`src/rtl/rv32i_fetch_unit.sv`:
```
// Instruction-fetch stage: own PC, req/ack instruction-memory handshake, prefetch FIFO of
// {pc, inst} pairs towards decode, with stall and redirect (flush + discard of in-flight data).
module rv32i_fetch_unit #(
  parameter int unsigned     XLEN     = 32,
  parameter int unsigned     DEPTH    = 4,
  parameter logic [XLEN-1:0] RESET_PC = '0
) (
  input  logic                         clk,
  input  logic                         rst,
  output logic                         imem_req,
  output logic [XLEN-1:0]              imem_addr,
  input  logic                         imem_ack,
  input  logic [31:0]                  imem_rdata,
  output logic                         dec_valid,
  input  logic                         dec_ready,
  output logic [31:0]                  dec_inst,
  output logic [XLEN-1:0]              dec_pc,
  input  logic                         stall,
  input  logic                         redirect,
  input  logic [XLEN-1:0]              redirect_pc,
  output logic [$clog2(DEPTH+1)-1:0]   occupancy
);

  localparam int unsigned PtrW = $clog2(DEPTH);
  localparam int unsigned CntW = $clog2(DEPTH+1);
  localparam int unsigned ResW = CntW + 1;
  localparam logic [ResW-1:0] DepthC = DEPTH[ResW-1:0];

  typedef enum logic [1:0] {StIdle, StReq, StDrop} state_e;

  state_e          state_q, state_d;
  logic [XLEN-1:0] fetch_pc_q, fetch_pc_d;
  logic [XLEN-1:0] drop_addr_q, drop_addr_d;
  logic [PtrW-1:0] rd_ptr_q, rd_ptr_d;
  logic [PtrW-1:0] wr_ptr_q, wr_ptr_d;
  logic [CntW-1:0] count_q, count_d;
  logic [XLEN-1:0] fifo_pc_q   [DEPTH];
  logic [31:0]     fifo_inst_q [DEPTH];

  logic            push, pop, space;
  logic [ResW-1:0] reserved;
  logic [XLEN-1:0] redirect_tgt;
  logic            unused_redirect_lsb;

  assign redirect_tgt        = {redirect_pc[XLEN-1:2], 2'b00};
  assign unused_redirect_lsb = ^redirect_pc[1:0];

  assign pop  = dec_valid && dec_ready;
  assign push = (state_q == StReq) && imem_ack && !redirect;

  // FIFO bookkeeping; a redirect empties it regardless of same-cycle push/pop.
  always_comb begin
    count_d  = count_q;
    rd_ptr_d = rd_ptr_q;
    wr_ptr_d = wr_ptr_q;
    if (redirect) begin
      count_d  = '0;
      rd_ptr_d = '0;
      wr_ptr_d = '0;
    end else begin
      if (push) wr_ptr_d = wr_ptr_q + PtrW'(1);
      if (pop)  rd_ptr_d = rd_ptr_q + PtrW'(1);
      case ({push, pop})
        2'b10:   count_d = count_q + CntW'(1);
        2'b01:   count_d = count_q - CntW'(1);
        default: count_d = count_q;
      endcase
    end
  end

  // An outstanding request reserves a slot so a response can never find the FIFO full.
  assign reserved = {1'b0, count_d} + ResW'(state_q == StReq);
  assign space    = reserved < DepthC;

  always_comb begin
    state_d     = state_q;
    fetch_pc_d  = fetch_pc_q;
    drop_addr_d = drop_addr_q;
    case (state_q)
      StIdle: begin
        if (redirect)            fetch_pc_d = redirect_tgt;
        else if (!stall && space) state_d   = StReq;
      end
      StReq: begin
        if (imem_ack) begin
          if (redirect) begin
            fetch_pc_d = redirect_tgt;
            state_d    = StIdle;
          end else begin
            fetch_pc_d = fetch_pc_q + XLEN'(4);
            state_d    = (!stall && space) ? StReq : StIdle;
          end
        end else if (redirect) begin
          // Old request must still complete; keep its address on the bus.
          drop_addr_d = fetch_pc_q;
          fetch_pc_d  = redirect_tgt;
          state_d     = StDrop;
        end
      end
      StDrop: begin
        if (redirect) fetch_pc_d = redirect_tgt;
        if (imem_ack) state_d    = StIdle;
      end
      default: state_d = StIdle;
    endcase
  end

  always_ff @(posedge clk) begin
    if (rst) begin
      state_q     <= StIdle;
      fetch_pc_q  <= RESET_PC;
      drop_addr_q <= RESET_PC;
      rd_ptr_q    <= '0;
      wr_ptr_q    <= '0;
      count_q     <= '0;
    end else begin
      state_q     <= state_d;
      fetch_pc_q  <= fetch_pc_d;
      drop_addr_q <= drop_addr_d;
      rd_ptr_q    <= rd_ptr_d;
      wr_ptr_q    <= wr_ptr_d;
      count_q     <= count_d;
    end
  end

  always_ff @(posedge clk) begin
    if (push && !rst) begin
      fifo_pc_q[wr_ptr_q]   <= fetch_pc_q;
      fifo_inst_q[wr_ptr_q] <= imem_rdata;
    end
  end

  assign imem_req  = (state_q == StReq) || (state_q == StDrop);
  assign imem_addr = (state_q == StDrop) ? drop_addr_q : fetch_pc_q;
  assign dec_valid = (count_q != '0);
  assign dec_inst  = fifo_inst_q[rd_ptr_q];
  assign dec_pc    = fifo_pc_q[rd_ptr_q];
  assign occupancy = count_q;

endmodule

```
`config.mk`:
```
export PLATFORM = sky130hd
export DESIGN_NAME = rv32i_fetch_unit
export DESIGN_NICKNAME = d
export VERILOG_FILES = /design/src/rtl/rv32i_fetch_unit.sv
export SDC_FILE = /design/constraint.sdc
export NUM_CORES = 1
export LEC_CHECK = 0
export BUFFER_PORTS_ARGS = -buffer_cell sky130_fd_sc_hd__buf_4
export CORE_ASPECT_RATIO = 0.7
export CORE_MARGIN = 1.5
export CORE_UTILIZATION = 45
export CTS_CLUSTER_DIAMETER = 60
export DETAILED_ROUTE_END_ITERATION = 12
export HOLD_SLACK_MARGIN = 0.05
export PLACE_DENSITY_LB_ADDON = 0.25
export SYNTH_ARGS = -nofsm -noshare
export SYNTH_HDL_FRONTEND = slang
export SYNTH_SLANG_ARGS = --single-unit
```
`constraint.sdc`:
```
create_clock -name clk -period 4.2 [get_ports clk]
set_input_delay 0.42 -clock clk [delete_from_list [all_inputs] [get_ports clk]]
set_output_delay 0.42 -clock clk [all_outputs]
set_load 0.02 [all_outputs]
```
# Word-level counts from Yosys, hierarchy flattened

Memory sizes are Yosys's and may differ from the RTL's. A register that Yosys moved wholly into a read port is not among the register bits.
Cells that the tools add are included.

Add/sub/neg operators: 6
Magnitude comparators: 1
Equal/unequal tests: 8
Muxes and demuxes: 21
Bitwise gates (word level): 1
Reductions and logical operators: 16

Operators by type and width:

| cell                    | number |
|---|---|
| $mux W32                | 4 |
| $pmux W32 S2            | 1 |
| $add A32 B3 Y32 const B | 1 |
| $mux W2                 | 9 |
| $ne A2 B2 Y1 const B    | 3 |
| $pmux W2 S3             | 1 |
| $pmux W3 S2             | 1 |
| $logic_and A1 B1 Y1     | 5 |
| $add A2 B1 Y2 const B   | 2 |
| $add A3 B1 Y4           | 1 |
| $eq A2 B1 Y1 const B    | 2 |
| $eq A2 B2 Y1 const B    | 2 |
| $lt A4 B3 Y1 const B    | 1 |
| $mux W1                 | 4 |
| $reduce_and A4 Y1       | 1 |
| $reduce_or A2 Y1        | 2 |
| $add A3 B1 Y3 const B   | 1 |
| $logic_not A1 Y1        | 3 |
| $mux W3                 | 1 |
| $ne A3 B3 Y1 const B    | 1 |
| $reduce_and A3 Y1       | 1 |
| $reduce_bool A3 Y1      | 1 |
| $sub A3 B1 Y3 const B   | 1 |
| $logic_not A2 Y1        | 1 |
| other kinds (3)         | 3 |

Register bits after elaboration: 73
Memory bits (writable): 256
Input port bits: 70
Word-level logic and storage cells: 61
Memories kept: 2

Memories:

| memory      | words | width | read ports | clocked after memory_dff | write ports | line | RTL |
|---|---|---|---|---|---|---|---|
| fifo_inst_q | 4     | 32    | 1          | 1                        | 1           | 38   | `logic [31:0] fifo_inst_q [DEPTH];` |
| fifo_pc_q   | 4     | 32    | 1          | 1                        | 1           | 37   | `logic [XLEN-1:0] fifo_pc_q [DEPTH];` |

# Depth between registers and ports, before layout

Gate-level depths: netlist of the first run.

Depth after elaboration: 13
Gate-level depth with buffers: 12
Depth with buffers taken out: 11

# Worst setup path before layout of the first run

No wires, ideal clock.

Kind: input port to flip-flop
Start: in redirect
End: mem fifo_inst_q[0][0], enable pin
Arrival time: 2.741 ns
Data required time: 3.771 ns
Path slack: 1.030 ns
Cell stages on the path: 5
Path buffers: 3
Path through: buf_2 > clkbuf_1 > clkbuf_1 > nor2_1 > and3_1

Word-level cells in the longest chain between the ends: 5

Ends and longest elaborated chain:

| element                       | line | RTL |
|---|---|---|
| start: declaration            | 19   | `input logic redirect,` |
| $logic_not A1 Y1              | 49   | `assign push = (state_q == StReq) && imem_ack && !redirect;` |
| $logic_and A1 B1 Y1           | 49   |  |
| $logic_and A1 B1 Y1           | 127  | `if (push && !rst) begin` |
| $mux W1                       | 127  |  |
| $mux W1 (not written as such) | 129  | `fifo_inst_q[wr_ptr_q] <= imem_rdata;` |
| end: declaration              | 38   |  |

Every way passes these cells.

# Worst setup path in the final report of the first run

Start: reg state_q[1]
End: reg state_q[0]

Word-level cells in the longest chain between the ends: 13
Elaborated cells between the ends (all ways): 21

Ends and longest elaborated chain:

| element                                             | line       | RTL |
|---|---|---|
| start: declaration                                  | 31         | `state_e state_q, state_d;` |
| start signal: assignment                            | 110        | `state_q <= StIdle;` |
| start signal: assignment                            | 117        | `state_q <= state_d;` |
| $eq A2 B1 Y1                                        | 49, 72, 79 |  |
| $logic_and A1 B1 Y1 (2 in series)                   | 49         |  |
| $eq A2 B1 Y1 / $eq A2 B2 Y1 (equally long branches) | 63         | `case ({push, pop})` |
| $pmux W3 S2                                         | 63         |  |
| $mux W3                                             | 56         | `if (redirect) begin` |
| $add A3 B1 Y4                                       | 72         | `assign reserved = {1'b0, count_d} + ResW'(state_q == StReq);` |
| $lt A4 B3 Y1                                        | 73         | `assign space = reserved < DepthC;` |
| $logic_and A1 B1 Y1                                 | 82, 91     |  |
| $mux W1                                             | 91         | `state_d = (!stall && space) ? StReq : StIdle;` |
| $mux W1                                             | 86         | `if (redirect) begin` |
| $mux W2                                             | 85         | `if (imem_ack) begin` |
| $pmux W2 S3                                         | 79         | `case (state_q)` |

Parallel ways exist; a longest one is shown, timed or not.
A chain may end at the register's enable or synchronous reset.

==> results of run 1 <==
==> cells in the final DEF (no fill, tap or decap), drive strengths merged, types with 3 or more instances in the layout <==
cell type      n
a31oi          7
dlygate4sd3   31
and2           3
and3          11
xnor2          4
nand3         12
or4            3
edfxtp       256
nand2         94
buf          178
o21ai         25
mux2          28
a21oi         61
nor3b          4
or3            7
o22ai          4
mux2i          8
ha            10
clkbuf        47
dfxtp         75
nand4          7
nor4           4
mux4          64
a32oi          3
o21a           3
nand2b         3
clkinv         7
nor3          11
nor2          35
o211ai         5
a22oi         11
inv           17
==> cell families (layout without fill, tap and decap cells) <==
family,after synthesis,after routing
fa+ha+maj,11,11
xor+xnor,6,6
flops,331,331
buf+inv,70,282
compound gates,140,140
mux,100,100
other cells,0,1
simple gates,205,205
==> state kept, by name, summed over array words and instances, names as in the netlist, named ones only <==
| name | flops |
|---|---|
| state_q | 2 |
| occupancy | 3 |
| fifo_inst_q | 128 |
| fifo_pc_q | 128 |
| fetch_pc_q | 32 |
| wr_ptr_q | 2 |
| rd_ptr_q | 2 |
| drop_addr_q | 32 |
==> critical path, delay by kind of cell, from the launching register on <==
kind | cells | cell delay, ps
buffers and inverters | 1 | 90
XOR/XNOR | 1 | 160
AND/OR/NAND/NOR | 2 | 480
AO/OA/AOI/OAI | 4 | 1000
flip-flops | 1 | 340
adder cells (fa/ha/maj) | 3 | 920
==> layout make-up <==
type                    count  area [sq um]  area share
clock buffers              47           918      0.0564
well taps                 378           473      0.0291
diodes                      1          2.50    0.000154
repair buffers            209          1650       0.101
inverters                  16          60.1     0.00369
flip-flops and latches    331          9200       0.565
multi-input cells         462          3890       0.239
clock inverters            10          82.6     0.00507
==> metrics by stage <==
stage	cells	utilization	hold WS [ps]	total power [uW]
floorplan	863	-	433	3810
global placement	1365	0.516	438	3960
detailed placement	1365	0.516	445	3970
CTS	1453	0.561	53.4	6740
global route	1454	0.561	62.3	6890
finish	1454	0.561	76.8	6690
==> worst min path at each step <==
stage / slack (ps) / start / endpoint
final: 80 / imem_rdata[14] / fifo_inst_q[0][14]
after global placement: 440 / drop_addr_q[10] / drop_addr_q[10]
after global routing: 60 / imem_rdata[14] / fifo_inst_q[1][14]
after CTS: 50 / imem_rdata[14] / fifo_inst_q[0][14]
after detailed placement: 450 / drop_addr_q[0] / drop_addr_q[0]
after floorplan: 430 / drop_addr_q[0] / drop_addr_q[0]
==> metal layers <==
layer  share of wire  global-route usage
met1            0.45               0.302
met2            0.46               0.315
met3           0.071              0.0436
met4           0.019              0.0467
met5               0                   0
==> power groups by stage <==
stage	Clock, uW	Sequential (uW)	Combinational [uW]
CTS	2820	3610	318
global placement	0	3670	288
detailed placement	0	3680	293
floorplan	0	3650	158
finish	2760	3610	317
global route	2940	3610	342
==> timing repair <==
action / CTS / global route
buffers inserted: 0 / 0
hold endpoints to repair: 124 / 0
hold buffers: 31 / 0
==> impl_results.md, run 1 <==
- CTS Buffer Depth: 3
- Max cap viols: 0
- Fraction of the mapped netlist area in compound gates: 0.0635
- Post-synth cell types: 59
- Start point of the critical path: state_q[1]
- Syn Inst Count: between 800 and 900
- Critical Path Sink: state_q[0]
- Reg power frac: 0.539
- Status: finished clean
- Post-layout min period: around 3000 ps
- Critical Path Fanout Max: 7
- DP HPWL: 18.4 mm
- Top cells by area, synth: edfxtp_1 58%, dfxtp_1 11%, mux4_2 11%, nand2_1 2.6%, mux2_2 2.4%
- Leak: about 0.0055 uW
- CP Data Arrival Time: 3550 ps
- Worst-margin pin slew: 1160 ps
- Full die area: approximately 0.031 sq mm
- Fraction of registers with async set/reset: 0
- Clock Pin Slew Worst Setup and Hold Paths: roughly 70 ps
- Crit-path cells: inv_1, ha_1, and2_1, nand2_1, ha_1, fa_1, xnor2_1, o21a_1, a2111oi_0, o21ai_0, a21oi_1
- Sw frac: 0.212
- Antenna violations before repair: 1
- Startpoint Class: flip-flop
- Root Driver: clkbuf_16
- First-pass DRT Iterations: 5
- Layout area overhead: 22.1%
- Vias: slightly above 8,000
- R2R Path End: state_q[0]
- RSZ-0062 raised after global routing: no
- Simple-gate area share of the yosys netlist: 0.0739
- Final hold viol count: 0
- Chip width: 209 microns
- Post-route cell area: 0.0163 sq mm
- Vias in the first global route: just over 8,000
- Worst Reg2Reg Path Length in Cells: 11
- Clk Latency, worst-skew pair: roughly 560 ps
- Die Span Y: 147 microns
- Adder-Cell Fraction of Synth Area: 0.0109
- First DRT Iteration DRCs: 624
- Worst VDD drop: 0.000299 V
- Post-route ant nets: 0
- Avg Cell Area, Syn: roughly 15 sq um
- Largest family of logic cells by synthesized area: multiplexers
- GRT Total Usage: 0.205
- Site Rows: 52
- F_max: roughly 330 MHz
- Seq/Total Area, Yosys: 0.689
- Largest net degree at the start of global routing: between 70 and 80
- Synth top area share: 0.577
- Worst hold stages: 1
- Gate power share: 0.047
- Worst path required time: 4680 ps
- Part of the cycle the worst path needs: 0.730
- DRC violations left: 0
- Xor-xnor portion of the synthesized cell area: 0.00394
- Total gr overflow: 0
- Post-Place Cell Area: 0.0150 sq mm
- Synthesized area: approximately 0.013 sq mm
- Dpl ws: 1210 ps
- Internal power: 5270 uW
- Setup TNS: 0 ps
- DR WL/cell: 21.6 microns
- Via/cell ratio: 5.63
- # setup viols final: 0
- Max_slew headroom: 0.229
- Critical path class: reg2reg
- Synth Flop Type: edfxtp_1
- Synthesized net count: about 940
- Power Dens Cells: 411 mW/mm^2
- Sw power: 1420 uW
- Top post-synthesis cells by count: 256 x edfxtp_1, 94 x nand2_1, 75 x dfxtp_1, 64 x mux4_2, 61 x a21oi_1
- Post-synth EDFFs: about 260
- Yosys reg bits: 331
- Reg-to-reg slack, setup: 1130 ps
- Mux cell area share after synthesis: 0.138
- Buffers on Ports: approximately 170
- Synth warnings: 0
- NumNets Final: between 1,000 and 1,500
- First-pass GRT wire length: 47.9 mm
- Clk pwr share: 0.413
- Fillers: 2,333
- Final worst setup slack: approximately 1100 ps
- Area leader, netlist: edfxtp_1
- Ports: 171
- Worst clock skew: 8.24 ps
- Sink Count: approximately 330
- Placer Congestion: 0.767
- Core ar.: 0.0290 sq mm
- Most frequent cell after synthesis: edfxtp_1
- Slowest CP cell: a2111oi_0
- Reg-to-reg startpoint: state_q[1]
- CTS Buf Count: 31
- Worst Setup End Kind: flip-flop
- CTS resizes: 0
- WL final: ~31 mm
- Slowest stage delay, CP: ~480 ps
- CTS tree: done
- H-Tree Depth: 1
- Starting Density: 0.460
- Share of cells above drive strength 1: 0.309
- Most used cell, CP: ha_1
- Hold Path Class: in2reg
- Final Max Slew Viols: 0
Note: power is estimated with default switching activity, not from simulation.
==> run 2, diff against run 1 <==
clock period = 2.5 ns   (was 4.2 ns; I/O delays follow)
==> run 2 against run 1 <==
Critical path depth decreased by 2. Worst hold slack got worse by 5.3 ps. Maximum frequency rose by 26%. Cell area is 4.4% higher. Sequential share of layout area down 2.4 points. Sequential power up 67%. Critical path type unchanged. Highest routed layer unchanged. Worst setup slack got worse by 1100 ps. Cell count increased by 4.2%.
==> impl_results.md, run 2 (synthesis gave the netlist of run 1 again) <==
- Buf/Inv on CP: 0 (-1)
- CTS Buffer Depth: 3 (unchanged)
- Slowest stage delay, CP: 400 ps (-80 ps)
- Crit-path cells: or3_4, and2_4, ha_4, fa_1, xnor2_2, o21a_1, a2111oi_4, nand3b_1, a21oi_1
- Total Power: 11,400 uW (+71%)
- Part of the cycle the worst path needs: 0.971 (+0.240)
- Sink Count: 331 (unchanged)
- Starting Density: 0.460 (unchanged)
- Routed met1 length: 14.5 mm (+1.7%)
- Slowest CP cell: fa_1
- Die Span Y: 147 microns (unchanged)
- # setup viols final: 0 (unchanged)
- Post-layout util: 0.586 (+0.0249)
- DRC violations left: 0 (unchanged)
- Startpoint Class: flip-flop
- Final hold viol count: 0 (unchanged)
- Internal power: 9060 uW (+72%)
- First-pass GRT wire length: 48.2 mm (+0.68%)
- GRT Total Usage: 0.206 (+0.000517)
- Reg-to-reg slack, setup: 70 ps (-1060 ps)
- WL final: 31.6 mm (+0.51%)
- Vias: 8,374 (+2.2%)
- Via/cell ratio: 5.53 (-1.9%)
- Ports: 171 (unchanged)
- Power Dens Cells: 671 mW/mm^2 (+63%)
- H-Tree Depth: 1 (unchanged)
- HP Start: redirect_pc[26]
- CP Data Arrival Time: 2840 ps (-710 ps)
- Clock Pin Slew Worst Setup and Hold Paths: 70 ps (about the same)
- Hold EP: fetch_pc_q[26]
- Multi-input logic area: 0.00396 sq mm (+1.6%)
- R2R Path End: state_q[1]
- CTS Buf Count: 31 (unchanged)
- Met3 WL: 2.19 mm (-2.7%)
- Fillers: 2,274 (-2.5%)
- Post-layout min period: 2430 ps (-641 ps)
- Chip width: 209 microns (unchanged)
- Clk Latency, worst-skew pair: 560 ps (about the same)
- Largest net degree at the start of global routing: 70 (-1.4%)
- Critical Path Fanout Max: 2 (-5)
- Clk pwr share: 0.417 (+0.004)
- Reg power frac: 0.528 (-0.011)
- Worst Reg2Reg Path Length in Cells: 9 (-2)
- Placer Congestion: 0.805 (+4.9%)
- Biggest regs: fifo_inst_q: 128 flops, fifo_pc_q: 128 flops
- Vias in the first global route: 8,346 (+3.1%)
- Root Driver: clkbuf_16
- First DRT Iteration DRCs: 614 (-1.6%)
- Core ar.: 0.0290 sq mm (unchanged)
- First-pass DRT Iterations: 5 (unchanged)
- Layout area overhead: 27.5%
- NumNets Final: 1,193 (+5.4%)
- Buffers on Ports: 168 (unchanged)
- Worst-margin pin slew: 789 ps (-368 ps)
- Post-CTS Setup Bufs: 0 (unchanged)
- Share of cells above drive strength 1: 0.338 (+0.0292)
- CP top delay family: simple AND/OR/NAND/NOR gates
- Most frequent cells in the layout: 256 x edfxtp_1, 212 x buf_4, 94 x nand2_1
- Max_slew headroom: 0.474 (+0.245)
- Final Max Slew Viols: 0 (unchanged)
- Status: finished clean
- Worst VDD drop: 0.000577 V (+93%)
- Worst hold stages: 4 (+3)
- Worst clock skew: 24.2 ps (+16.0 ps)
- Sw frac: 0.206 (-0.00564)
- Met2 Wirelength: 14.2 mm (-0.38%)
- DP HPWL: 19.7 mm (+6.7%)
- Full die area: 0.0307 sq mm (unchanged)
- Post-route ant nets: 0 (unchanged)
- DR WL/cell: 20.8 microns (-3.5%)
- Max cap viols: 0 (unchanged)
- Antenna violations before repair: 1 (unchanged)
- Reg-to-reg startpoint: occupancy[0]
- Leak: 0.00588 uW (+6.2%)
- Total gr overflow: 0 (unchanged)
- Worst path required time: 2920 ps (-1760 ps)
- Commonest non-fill, non-tap cell in the layout: edfxtp_1
- Site Rows: 52 (unchanged)
- Hold Path Class: in2reg
- CTS tree: done
- DR top layer: met4
- Critical path class: reg2reg
- Gate power share: 0.055 (+0.008)
- Sw power: 2360 uW (+66%)
- Worst Setup End Kind: flip-flop
- F_max: 412 MHz (+26%)
- Seq. cell area: 0.00920 sq mm (about the same)
## run 2: changes by cell type in the layout (fill, tap and decap cells not counted), moves of 3 or more
cell	delta
buf_4	+34
buf_12	+9
dlygate4sd3_1	+17
dfxtp_1	-3
clkinv_1	+4
clkinv_2	-3
## run 2: worst max-delay path by stage
stage            startpoint              to  slack [ps]  cells past startpoint
5_1_grt          state_q[0]  fetch_pc_q[22]          -9                      7
6_report       occupancy[0]      state_q[1]          70                      9
3_5_place_dp   occupancy[0]      state_q[1]          50                      9
3_3_place_gp   occupancy[0]      state_q[1]          70                      9
2_1_floorplan  occupancy[0]      state_q[1]          50                      9
4_1_cts          state_q[0]    imem_addr[3]          30                      5
## run 2: cell type report
| class | instances | share of cell area |
|---|---|---|
| inverter | 16 | 0.00353 |
| timing repair buffer | 270 | 0.133 |
| clock inverter | 12 | 0.00802 |
| tap | 378 | 0.0278 |
| sequential | 331 | 0.541 |
| multi-input combinational | 462 | 0.233 |
| antenna | 1 | 0.000147 |
| clock buffer | 45 | 0.0529 |
## run 2: layer usage
| layer | up-vias | track usage |
|---|---|---|
| li1 | 3859 | - |
| met1 | 4174 | 0.301 |
| met2 | 300 | 0.317 |
| met3 | 41 | 0.0419 |
| met4 | 0 | 0.0496 |
| met5 | - | 0 |
## run 2: power groups by stage
stage | logic (uW) | registers [uW] | clock network, uW
3_3_place_gp | 555 | 6140 | 0
6_report | 629 | 6020 | 4760
4_1_cts | 626 | 6020 | 4860
2_1_floorplan | 270 | 6130 | 0
3_5_place_dp | 563 | 6140 | 0
5_1_grt | 679 | 6030 | 5090
## run 2: tightest hold or removal path, cell delays in order
cell and delay, ps:
buf_4 120, inv_1 40, a221oi_1 60, a21boi_0 120
## run 2: repair_timing
item / in CTS / in global routing
hold buffers: 48 / 0
endpoints found under the setup margin: 0 / 14
endpoints found under the hold margin: 144 / 0
gates resized for setup: 0 / 7
## run 2: per-stage QoR
| stage | worst slack (ps) | setup TNS, ps | instance area [sq um] | std cells | hold WS [ps] |
|---|---|---|---|---|---|
| after floorplan | 52.9 | 0 | 13400 | 863 | 349 |
| after global placement | 68.0 | 0 | 15400 | 1409 | 438 |
| after detailed placement | 51.5 | 0 | 15400 | 1409 | 445 |
| after CTS | 26.2 | 0 | 17000 | 1514 | 51.7 |
| after global routing | -8.78 | -16.2 | 17000 | 1515 | 58.9 |
| final | 73.1 | 0 | 17000 | 1515 | 71.4 |
